==> src/rtl/fetch_unit.sv <==
// Instruction fetch front end: requests one word at PC, holds it until the
// consumer accepts it, then advances PC (sequential or redirected).
//
// state | meaning
// IDLE  | post-reset bubble, no request
// FETCH | request outstanding at PC, waiting for imem_ack
// HOLD  | instruction held on Instr, waiting for instr_ready
// FAULT | ack timeout, stuck until reset
module fetch_unit #(
    parameter logic [31:0] RESET_PC = 32'h0000_0000,
    parameter int unsigned TIMEOUT  = 15
) (
    input  logic        clk,
    input  logic        reset,
    output logic        imem_req,
    output logic [31:0] imem_addr,
    input  logic [31:0] imem_rdata,
    input  logic        imem_ack,
    output logic [31:0] Instr,
    output logic        instr_valid,
    input  logic        instr_ready,
    input  logic        PCSrc,
    input  logic [31:0] PCTarget,
    output logic [31:0] PC,
    output logic [31:0] PCPlus8,
    output logic        align_err,
    output logic        fetch_fault
);

    localparam int CNT_W = (TIMEOUT < 1) ? 1 : $clog2(TIMEOUT + 1);
    localparam logic [CNT_W-1:0] TIMEOUT_CNT = CNT_W'(TIMEOUT);

    typedef enum logic [1:0] {
        IDLE  = 2'd0,
        FETCH = 2'd1,
        HOLD  = 2'd2,
        FAULT = 2'd3
    } state_t;

    state_t           state_q;
    logic [31:0]      pc_q;
    logic [31:0]      instr_q;
    logic [CNT_W-1:0] wait_q;
    logic             fault_q;
    logic             align_q;
    logic             req_q;
    logic             valid_q;

    logic [31:0]      next_pc_d;
    logic             misalign_d;

    // Redirect targets are forced word-aligned; the dropped bits raise align_err.
    assign next_pc_d  = PCSrc ? {PCTarget[31:2], 2'b00} : pc_q + 32'd4;
    assign misalign_d = PCSrc && (PCTarget[1:0] != 2'b00);

    always_ff @(posedge clk) begin
        if (!reset) begin
            state_q <= IDLE;
            pc_q    <= RESET_PC;
            instr_q <= '0;
            wait_q  <= '0;
            fault_q <= 1'b0;
            align_q <= 1'b0;
            req_q   <= 1'b0;
            valid_q <= 1'b0;
        end else begin
            align_q <= 1'b0;
            case (state_q)
                IDLE: begin
                    state_q <= FETCH;
                    req_q   <= 1'b1;
                    wait_q  <= '0;
                end
                FETCH: begin
                    // An ack on the final allowed cycle still wins over the timeout.
                    if (imem_ack) begin
                        instr_q <= imem_rdata;
                        state_q <= HOLD;
                        req_q   <= 1'b0;
                        valid_q <= 1'b1;
                    end else if (wait_q == TIMEOUT_CNT) begin
                        state_q <= FAULT;
                        req_q   <= 1'b0;
                        fault_q <= 1'b1;
                    end else begin
                        wait_q <= wait_q + 1'b1;
                    end
                end
                HOLD: begin
                    if (instr_ready) begin
                        pc_q    <= next_pc_d;
                        align_q <= misalign_d;
                        state_q <= FETCH;
                        req_q   <= 1'b1;
                        valid_q <= 1'b0;
                        wait_q  <= '0;
                    end
                end
                FAULT: begin
                    req_q   <= 1'b0;
                    valid_q <= 1'b0;
                end
                default: begin
                    state_q <= IDLE;
                    req_q   <= 1'b0;
                    valid_q <= 1'b0;
                end
            endcase
        end
    end

    assign imem_req    = req_q;
    assign imem_addr   = pc_q;
    assign Instr       = instr_q;
    assign instr_valid = valid_q;
    assign PC          = pc_q;
    assign PCPlus8     = pc_q + 32'd8;
    assign align_err   = align_q;
    assign fetch_fault = fault_q;

endmodule

==> config.mk <==
export PLATFORM = sky130hd
export DESIGN_NAME = fetch_unit
export DESIGN_NICKNAME = d
export VERILOG_FILES = /design/src/rtl/fetch_unit.sv
export SDC_FILE = /design/constraint.sdc
export NUM_CORES = 1
export LEC_CHECK = 0
export ABC_CLOCK_PERIOD_IN_PS = 6300
export BUFFER_PORTS_ARGS = -buffer_cell sky130_fd_sc_hd__clkbuf_2
export CORE_MARGIN = 3
export CORE_UTILIZATION = 51
export CTS_BUF_LIST = sky130_fd_sc_hd__clkbuf_16
export DETAILED_ROUTE_END_ITERATION = 10
export MAX_ROUTING_LAYER = met4
export PLACE_DENSITY = 0.86
export RECOVER_POWER = 25
export SETUP_SLACK_MARGIN = 0.3
export SLEW_MARGIN = 20
export SYNTH_ARGS = -nofsm -noshare
export SYNTH_HDL_FRONTEND = slang
export SYNTH_SLANG_ARGS = --single-unit
==> constraint.sdc <==
create_clock -name clk -period 6.3 [get_ports clk]
set_input_delay 1.26 -clock clk [delete_from_list [all_inputs] [get_ports clk]]
set_output_delay 1.26 -clock clk [all_outputs]
set_load 0.03 [all_outputs]
==> impl_results.md <==
- Slew HR: less than 1%
- Routed Antenna Nets: 0
- Worst slack, placed: 2786 ps
- Post-synth EDFFs: 0
- Maximum net fanout on the critical path: 9
- Run status: finished clean
- Synth warn: 0
- Compound-Gate Fraction of Synth Area: 17.93%
- Slew @ Worst Pin: 1488 ps
- Arrival @ worst endpoint: 2670 ps
- Area grow syn2layout: 19.27%
- Final cell count without fillers: approximately 820
- HPWL Detailed: 9463 µm
- Core area: 0.008299 mm²
- Placed Cells: 800
- Avg Inst Size Synth: 7.687 µm²
- Setup WS post-layout: around 2400 ps
- Sequential area share after synthesis: 32.78%
- Total number of H-tree levels: 3
- Final setup violation count: 0
- Pwr/cell area: 218.8 mW/mm²
- Hold Path Depth: 2
- Hold Vio Cnt, Final: 0
- Worst skew pair latency: roughly 330 ps
- Critical R2R Launch: state_q[1]
- Leakage power: 2.218 nW
- Largest family of logic cells by synthesized area: simple AND/OR/NAND/NOR gates
- Nature of the critical path startpoint: flop
- Pre-antenna DRT Iters: 5
- Via Count: roughly 4700
- Die ar.: 0.009771 mm²
- Critical path class: reg -> out
- Top FF cell, synth: dfxtp_1
- RSZ-0062 raised after global routing: no
- FMAX: 254.4 MHz
- Hold path start: Instr[4]
- Row Count: 33
- DRC: 0
- Starting Density: 52.98%
- Vias in the first global route: 4321
- Gr ovfl total: 0
- Number of I/O pins: 201
- DR iter-0 viols: ~200
- Total CTS buffers: 9
- Max-slew violations: 0
- Chip height: 98.85 µm
- WHS Endpoint: Instr[4]
- Total GRT Usage: 26.69%
- Simple-gate share of the synthesized area: 28.06%
- Inserted Diodes: 0
- Library cells used by synthesis: 69
- Mux contribution to synthesized area: 1.594%
- Setup bufs post-CTS: 0
- CTS max path bufs: 2
- Synth Area in Adders: less than 1%
- Pwr Total: between 1 and 1.5 mW
- Post-CTS Hold Fix Bufs: 0
- R2r endpoint: PC[29]
- CTS tree: built
- Final GP Congestion: between 0.9 and 1
- Worst-path clk slew: approximately 70 ps
- Drt total wl: 13080 µm
- Largest net degree at the start of global routing: 55
- Nets: a little under 800
- FF-to-FF setup slack: 3360 ps
- Port Buf Inserts: 194
- Setup TNS: 0 ps
- Reg2reg path depth: 6
- Chip width: 98.85 µm
- Fraction of layout cells with a size suffix above 1: 26.58%
- Worst min-delay path category: reg -> reg
- Final worst path period share: between 60 and 70%
- Synth Area in XOR/XNOR: 5.378%
- Total of max-cap violations: 0
- Synth Register Bits: about 70
- Worst setup EP type: primary output
- Synthesized cell area: 0.004397 mm²
- CTS Sinks: between 70 and 80
- Max IR drop VDD: 0.1788 mV
- CP Data Required Time: 5040 ps
- Root Buffer: clkbuf_16
- Ys async rst share: 0%
- CTS resizes: 0
- First-pass GRT wire length: 21090 µm
- Wire per inst: 16.02 µm
- Crit path time final: 3931 ps
- Vias per cell: 5.716
- Initial antenna violation count: 0
- Final Skew: 7.795 ps
- Post-Synthesis Cells: 572
[cell type report]
cell class              count  area [µm²]
multi-input cells         412        2396
clock buffers               9       225.2
well taps                 105       131.4
repair buffers            198       939.7
inverters                  13       48.80
clock inverters             7       61.31
flip-flops and latches     72        1441
fillers                   768        3055
[synth_stat cells, types with 3 or more instances]
cell type	count	area share, %
a32o_1	4	0.91
a31oi_1	8	1.1
nor2_1	46	3.9
buf_4	41	7.0
a22o_1	6	1.2
buf_6	5	1.3
and4_1	3	0.60
a2bb2oi_1	3	0.60
xor2_1	8	1.6
inv_1	13	1.1
ha_1	3	0.85
nor2b_1	3	0.43
a311oi_1	3	0.60
xnor2_1	19	3.8
nor2_2	3	0.43
mux2i_1	7	1.6
nor4_2	4	1.1
o31ai_1	3	0.51
nand4_1	18	2.6
buf_2	3	0.34
nand2_1	100	8.5
nand3_1	25	2.8
o21ai_0	17	1.9
nor3_1	17	1.9
a21oi_1	48	5.5
and3_1	8	1.1
dfxtp_1	72	33
clkbuf_1	24	2.0
o22ai_1	7	1.0
o21a_1	3	0.51
[flip-flops by register name, summed over array words and instances, names as in the netlist]
| register | cells |
|---|---|
| align_err | 1 |
| PC | 30 |
| Instr | 32 |
| imem_req | 1 |
| wait_q | 4 |
| instr_valid | 1 |
| state_q | 2 |
| fetch_fault | 1 |
[per-stage QoR]
stage / utilization [%] / area, µm² / hold slack [ps]
4_1_cts: 63.86 / 5300 / 457.3
3_3_place_gp: 60.41 / 5014 / 441.3
6_report: 63.18 / 5244 / 454.2
3_5_place_dp: 60.41 / 5014 / 448.8
5_1_grt: 63.18 / 5244 / 473.2
2_1_floorplan: - / 4415 / 440.1
[worst max-delay path, cell delays in order, from the launching register on]
cell and delay [ps]:
dfxtp_1 470, ha_1 290, nand3_1 220, nor4_2 430, and2_1 310, nand4_1 200, xnor2_1 190, clkbuf_2 230
[routing by layer]
metal | up-vias | routed length, µm | GRT usage (%)
met3 | 29 | 1151 | 4.105
met5 | - | 0 | -
met4 | 0 | 317 | 9.454
met1 | 2162 | 5340 | 34.02
li1 | 2234 | - | -
met2 | 239 | 6266 | 43.03
[report_power, final]
part	internal (mW)	switching (mW)	total, mW
sequential	0.472	0.0175	0.489
combinational	0.0507	0.114	0.164
clock	0.274	0.219	0.493
total	0.797	0.350	1.15
[worst max-delay path by stage]
stage,start,endpoint,slack [ps],cells past startpoint
floorplan,PC[4],PCPlus8[29],2750,6
CTS,PC[4],PCPlus8[29],2410,7
global route,PC[4],PCPlus8[29],2190,7
global placement,PC[3],PCPlus8[29],2890,7
finish,PC[4],PCPlus8[29],2370,7
detailed placement,PC[4],PCPlus8[29],2790,7
[placed cells by master, fill, tap and decap left out, drive strengths merged, types with 4 or more instances in the layout]
master | netlist | final
nand3 | 26 | 26
nor2 | 49 | 49
a22o | 6 | 6
conb | 1 | 6
a21oi | 48 | 48
inv | 13 | 17
dfxtp | 72 | 72
o22ai | 7 | 7
nor4 | 7 | 7
mux2i | 7 | 7
nor3 | 18 | 18
xor2 | 8 | 8
clkbuf | 27 | 204
a32o | 4 | 4
nand4 | 20 | 20
o21ai | 19 | 19
xnor2 | 19 | 19
and3 | 9 | 9
a31oi | 8 | 8
nand2 | 101 | 101
and4 | 4 | 4
[logic make-up after synthesis]
family	after synthesis
and+or+nand+nor	246
muxes	7
adders and majority gates	3
AOI/OAI and AO/OA	123
buffers and inverters	93
xor gates and xnor gates	27
DFF	72
other	1
(Power assumes the default switching activity.)
